===== config.mk =====
export PLATFORM = sky130hd
export DESIGN_NAME = mux_select_sequencer
export DESIGN_NICKNAME = d
export VERILOG_FILES = /design/src/rtl/mux_seq_pkg.sv /design/src/rtl/mux_select_sequencer.sv
export SDC_FILE = /design/constraint.sdc
export NUM_CORES = 1
export LEC_CHECK = 0
export ABC_AREA = 1
export CAP_MARGIN = 5
export CORE_MARGIN = 3
export CORE_UTILIZATION = 45
export DETAILED_ROUTE_END_ITERATION = 10
export GPL_TIMING_DRIVEN = 0
export HOLD_SLACK_MARGIN = 0.02
export MAX_ROUTING_LAYER = met4
export PLACE_DENSITY = 0.78
export SLEW_MARGIN = 5
export SYNTH_ARGS = -nofsm -noshare
export SYNTH_HDL_FRONTEND = slang
export SYNTH_SLANG_ARGS = --single-unit

===== constraint.sdc =====
create_clock -name clk -period 1.6 [get_ports clk]
set_input_delay 0.24 -clock clk [delete_from_list [all_inputs] [get_ports clk]]
set_output_delay 0.24 -clock clk [all_outputs]
set_load 0.02 [all_outputs]

===== src/rtl/mux_seq_pkg.sv =====
// Shared types and constants for the mux select sequencer that feeds the 8:1 mux tree.
package mux_seq_pkg;

  localparam int unsigned DATA_W = 8;
  localparam int unsigned SEL_W  = 3;
  localparam int unsigned HOLD_W = 4;

  typedef enum logic {
    IDLE = 1'b0,
    SCAN = 1'b1
  } state_e;

endpackage : mux_seq_pkg


===== src/rtl/mux_select_sequencer.sv =====
// Accepts a byte, steps the mux select through all eight inputs and returns the
// sampled mux output as a strobed serial bit stream.
module mux_select_sequencer
  import mux_seq_pkg::*;
#(
  parameter bit          MSB_FIRST   = 1'b0,
  parameter int unsigned HOLD_CYCLES = 1
) (
  input  logic              clk,
  input  logic              rst_n,
  input  logic              load_valid,
  output logic              load_ready,
  input  logic [DATA_W-1:0] load_data,
  input  logic              abort,
  output logic [DATA_W-1:0] d,
  output logic [SEL_W-1:0]  sel,
  output logic              bit_valid,
  input  logic              mux_y,
  output logic              ser_bit,
  output logic              ser_valid,
  output logic              done
);

  if (HOLD_CYCLES < 1 || HOLD_CYCLES > 15) begin : g_bad_hold
    $error("HOLD_CYCLES must be within 1..15");
  end

  localparam logic [HOLD_W-1:0] HOLD_LAST = HOLD_W'(HOLD_CYCLES - 1);
  localparam logic [SEL_W-1:0]  SEL_START = MSB_FIRST ? '1 : '0;
  localparam logic [SEL_W-1:0]  BIT_LAST  = '1;

  state_e             state_q, state_d;
  logic [DATA_W-1:0]  d_q, d_d;
  logic [SEL_W-1:0]   sel_q, sel_d;
  logic               bit_valid_q, bit_valid_d;
  logic               ser_bit_q, ser_bit_d;
  logic               ser_valid_q, ser_valid_d;
  logic               done_q, done_d;
  logic [HOLD_W-1:0]  hold_q, hold_d;
  logic [SEL_W-1:0]   bit_cnt_q, bit_cnt_d;

  assign load_ready = (state_q == IDLE) && rst_n;

  always_comb begin
    state_d     = state_q;
    d_d         = d_q;
    sel_d       = sel_q;
    bit_valid_d = bit_valid_q;
    ser_bit_d   = ser_bit_q;
    ser_valid_d = 1'b0;
    done_d      = 1'b0;
    hold_d      = hold_q;
    bit_cnt_d   = bit_cnt_q;

    unique case (state_q)
      IDLE: begin
        if (load_valid) begin
          state_d     = SCAN;
          d_d         = load_data;
          sel_d       = SEL_START;
          bit_valid_d = 1'b1;
          hold_d      = '0;
          bit_cnt_d   = '0;
        end
      end
      SCAN: begin
        // abort outranks a coincident sample: no strobe, no done
        if (abort) begin
          state_d     = IDLE;
          sel_d       = '0;
          bit_valid_d = 1'b0;
          hold_d      = '0;
          bit_cnt_d   = '0;
        end else if (hold_q == HOLD_LAST) begin
          ser_bit_d   = mux_y;
          ser_valid_d = 1'b1;
          hold_d      = '0;
          if (bit_cnt_q == BIT_LAST) begin
            state_d     = IDLE;
            done_d      = 1'b1;
            bit_valid_d = 1'b0;
            sel_d       = '0;
            bit_cnt_d   = '0;
          end else begin
            bit_cnt_d = bit_cnt_q + 1'b1;
            sel_d     = MSB_FIRST ? sel_q - 1'b1 : sel_q + 1'b1;
          end
        end else begin
          hold_d = hold_q + 1'b1;
        end
      end
      default: state_d = IDLE;
    endcase
  end

  always_ff @(posedge clk) begin
    if (!rst_n) begin
      state_q     <= IDLE;
      d_q         <= '0;
      sel_q       <= '0;
      bit_valid_q <= 1'b0;
      ser_bit_q   <= 1'b0;
      ser_valid_q <= 1'b0;
      done_q      <= 1'b0;
      hold_q      <= '0;
      bit_cnt_q   <= '0;
    end else begin
      state_q     <= state_d;
      d_q         <= d_d;
      sel_q       <= sel_d;
      bit_valid_q <= bit_valid_d;
      ser_bit_q   <= ser_bit_d;
      ser_valid_q <= ser_valid_d;
      done_q      <= done_d;
      hold_q      <= hold_d;
      bit_cnt_q   <= bit_cnt_d;
    end
  end

  assign d         = d_q;
  assign sel       = sel_q;
  assign bit_valid = bit_valid_q;
  assign ser_bit   = ser_bit_q;
  assign ser_valid = ser_valid_q;
  assign done      = done_q;

endmodule : mux_select_sequencer


==> results.toml <==
[detailed_routing]
vias_per_cell = 4.770
drcViolationCount = 0
drt-total-wl_um = 1870
first_iter_violations = 11
first_pass_iters = 4
vias = 873
ant_nets = 0
routedWlPerCell_um = 10.22

[pwr]
irDropWorstVdd_mv = 0.6098
clock_power_share_pct = 23.3
p_sw_share_pct = 27.90
power_density_nw_per_um2 = 828.5
intPower_uw = 801.9
p_seq_share_pct = 56.0
p_comb_share_pct = 20.7
power.leakage_uw = 0.0006174
p_sw_uw = 310.3
total_power_uw = 1112

[timing]
max_freq_ghz = 0.6507
slew_violations = 0
slew_headroom_pct = 81.78
finalSetupViolCount = 0
tightest_slew_ns = 0.2733
rsz0062_at_grt = "false"
clock_skew_ns = 0.01003
min_period_over_period_pct = 96.05
hold_violations = 0
min_period_ns = 1.537
fin_ws_ns = 0.06317

[logic_synthesis]
synthArstFlopShare_pct = 0
syn-instance-count = 124
ys_types = 22
synthesis.area_sq_um = 1001
mappedNetlistNets = 143
synth_top_area_share_pct = 46.00
synth_top_cell_by_area = "dfxtp_1"
synth_warnings = 0
seq_area_frac_synth_pct = 46.00
synth.ff_latch_count = 23
avgSynthCellArea_sq_um = 8.072
synth_area_leaders = "dfxtp_1 46%, nor2_1 9.7%, ha_1 7.5%"
synth-edff-count = 0
synth_top_flop_cell = "dfxtp_1"

[floorplan]
initial_core_util_pct = 49.02
die_h_um = 53.17
fp.dieW_um = 53.17
io_pins = 29
core-area_sq_um = 2042
dieArea_sq_um = 2827
row_count = 16

[global_routing]
grt_overflow = 0
grt_pass1_wl_um = 3284
grt_pass1_vias = 805
grt.total_usage_pct = 15.89
grt_max_degree = 14
antenna_found_initial = 0

[critical_path]
path_buf_inv = 1
cp.arrival_ns = 1.30
slowest_stage = "clkdlybuf4s50_1"
cp_max_fo = 3
critPathCaptureType = "output pin"
required_ns = 1.36
crit_start = "sel[2]"
max_stage_delay_ns = 0.61
worstSetupPathType = "register to output pin"
worstReg2RegStart = "hold_q[0]"
cp-start-kind = "register"
path_delay_family = "buffers and inverters"
path_cells = "clkdlybuf4s50_1"

[placed_design]
dp_cells = 179
pre_cts_ws_ns = -0.3511
postPlaceCellArea_sq_um = 1315
dp_hpwl_um = 1539
place.gp.congestion = 0.7653
place.port_buffers = 28

[clock_tree]
clk_pin_slew_ns = 0.13
cts_tree = "yes"
cts-htree-levels = 1
clock_latency_ns = 0.30
cts_max_path_buffers = 2
numCtsBuffers = 3
cts.sinks = 23
ctsHoldBuffers = 0
clockRootBuffer = "clkbuf_4"

[finish]
layout-drive-gt1-share_pct = 12.82
fin_cells = 183
design_area_sq_um = 1343
seq_area_sq_um = 460.4
antenna_cells = 0
mostFrequentLayoutCells = "26 x nor2_1, 25 x clkdlybuf4s50_1, 23 x dfxtp_1, 17 x nand2_1, 10 x o21ai_0"
final_common_cell = "nor2_1"
fillCellCount = 188
design.final.nets = 176
multi_input_area_sq_um = 483.0
syn_to_final_growth_pct = 34.13

[worst_hold_path]
hold_class = "input pin to register"
hp-start = "rst_n"

[status]
status = "completed"

[flow_run]
cap_violations = 0
-- layer usage --
metal | vias up | wire length (um) | track usage [%]
met3 | 0 | 131 | 4.507
li1 | 459 | - | -
met2 | 22 | 883 | 27.27
met4 | 0 | 0 | 3.830
met5 | - | 0 | -
met1 | 392 | 855 | 18.24
-- cell families (layout without fill, tap and decap cells) --
family,count (synthesis),count (layout),synth area share [%]
xor gates and xnor gates,2,2,1.750
DFF,23,23,46.00
adders and majority gates,6,6,7.500
AOI/OAI and AO/OA,18,18,10.38
buffers and inverters,15,47,5.748
and+or+nand+nor,60,60,28.62
-- final timing paths --
kind | to | slack [ns] | cells past startpoint
max reg2reg | bit_cnt_q[0] | 0.28 | 9
max | sel[2] | 0.06 | 1
min | sel[0] | 0.44 | 3
min reg2reg | bit_cnt_q[1] | 0.49 | 2
-- cell usage after synthesis (2+ instances only) --
cell	count
nand2_4	3
o21ai_0	10
inv_2	4
a21oi_2	2
nand2_1	17
ha_1	6
nand3_1	7
a21oi_1	4
inv_1	9
nor2_1	26
nor2_2	3
dfxtp_1	23
-- per-stage QoR --
step	TNS (ns)	util, %	hold slack, ns
5_1_grt	0	65.75	0.4653
4_1_cts	0	65.63	0.4379
6_report	0	65.75	0.4416
2_1_floorplan	0	-	0.3757
3_5_place_dp	-0.3511	64.40	0.4720
3_3_place_gp	-0.3639	64.40	0.4606
-- layout make-up --
| type | count | area share, % |
|---|---|---|
| timing repair buffer | 28 | 20.88 |
| buffer | 1 | 0.3728 |
| sequential | 23 | 34.30 |
| inverter | 14 | 3.914 |
| tap | 27 | 2.516 |
| clock inverter | 1 | 0.3728 |
| clock buffer | 3 | 1.678 |
| multi-input combinational | 86 | 35.97 |
-- timing repair --
action                     4_1_cts  5_1_grt
setup buffers                    0        0
setup endpoints to repair        1        1
resized for setup                2        1
-- sequential cells by signal (all words and copies together) (netlist names) --
| register | flops |
|---|---|
| state_q | 1 |
| hold_q | 4 |
| done | 1 |
| bit_valid | 1 |
| sel | 3 |
| ser_valid | 1 |
| ser_bit | 1 |
| d | 8 |
| bit_cnt_q | 3 |
-- power groups by stage --
| stage | Sequential (uW) | Combinational (uW) | Clock (uW) |
|---|---|---|---|
| floorplan | 665 | 97.1 | 0 |
| finish | 623 | 230 | 259 |
| global route | 627 | 256 | 293 |
| global placement | 635 | 230 | 0 |
| CTS | 623 | 234 | 270 |
| detailed placement | 636 | 235 | 0 |
Power figures use the tool's default switching activity.
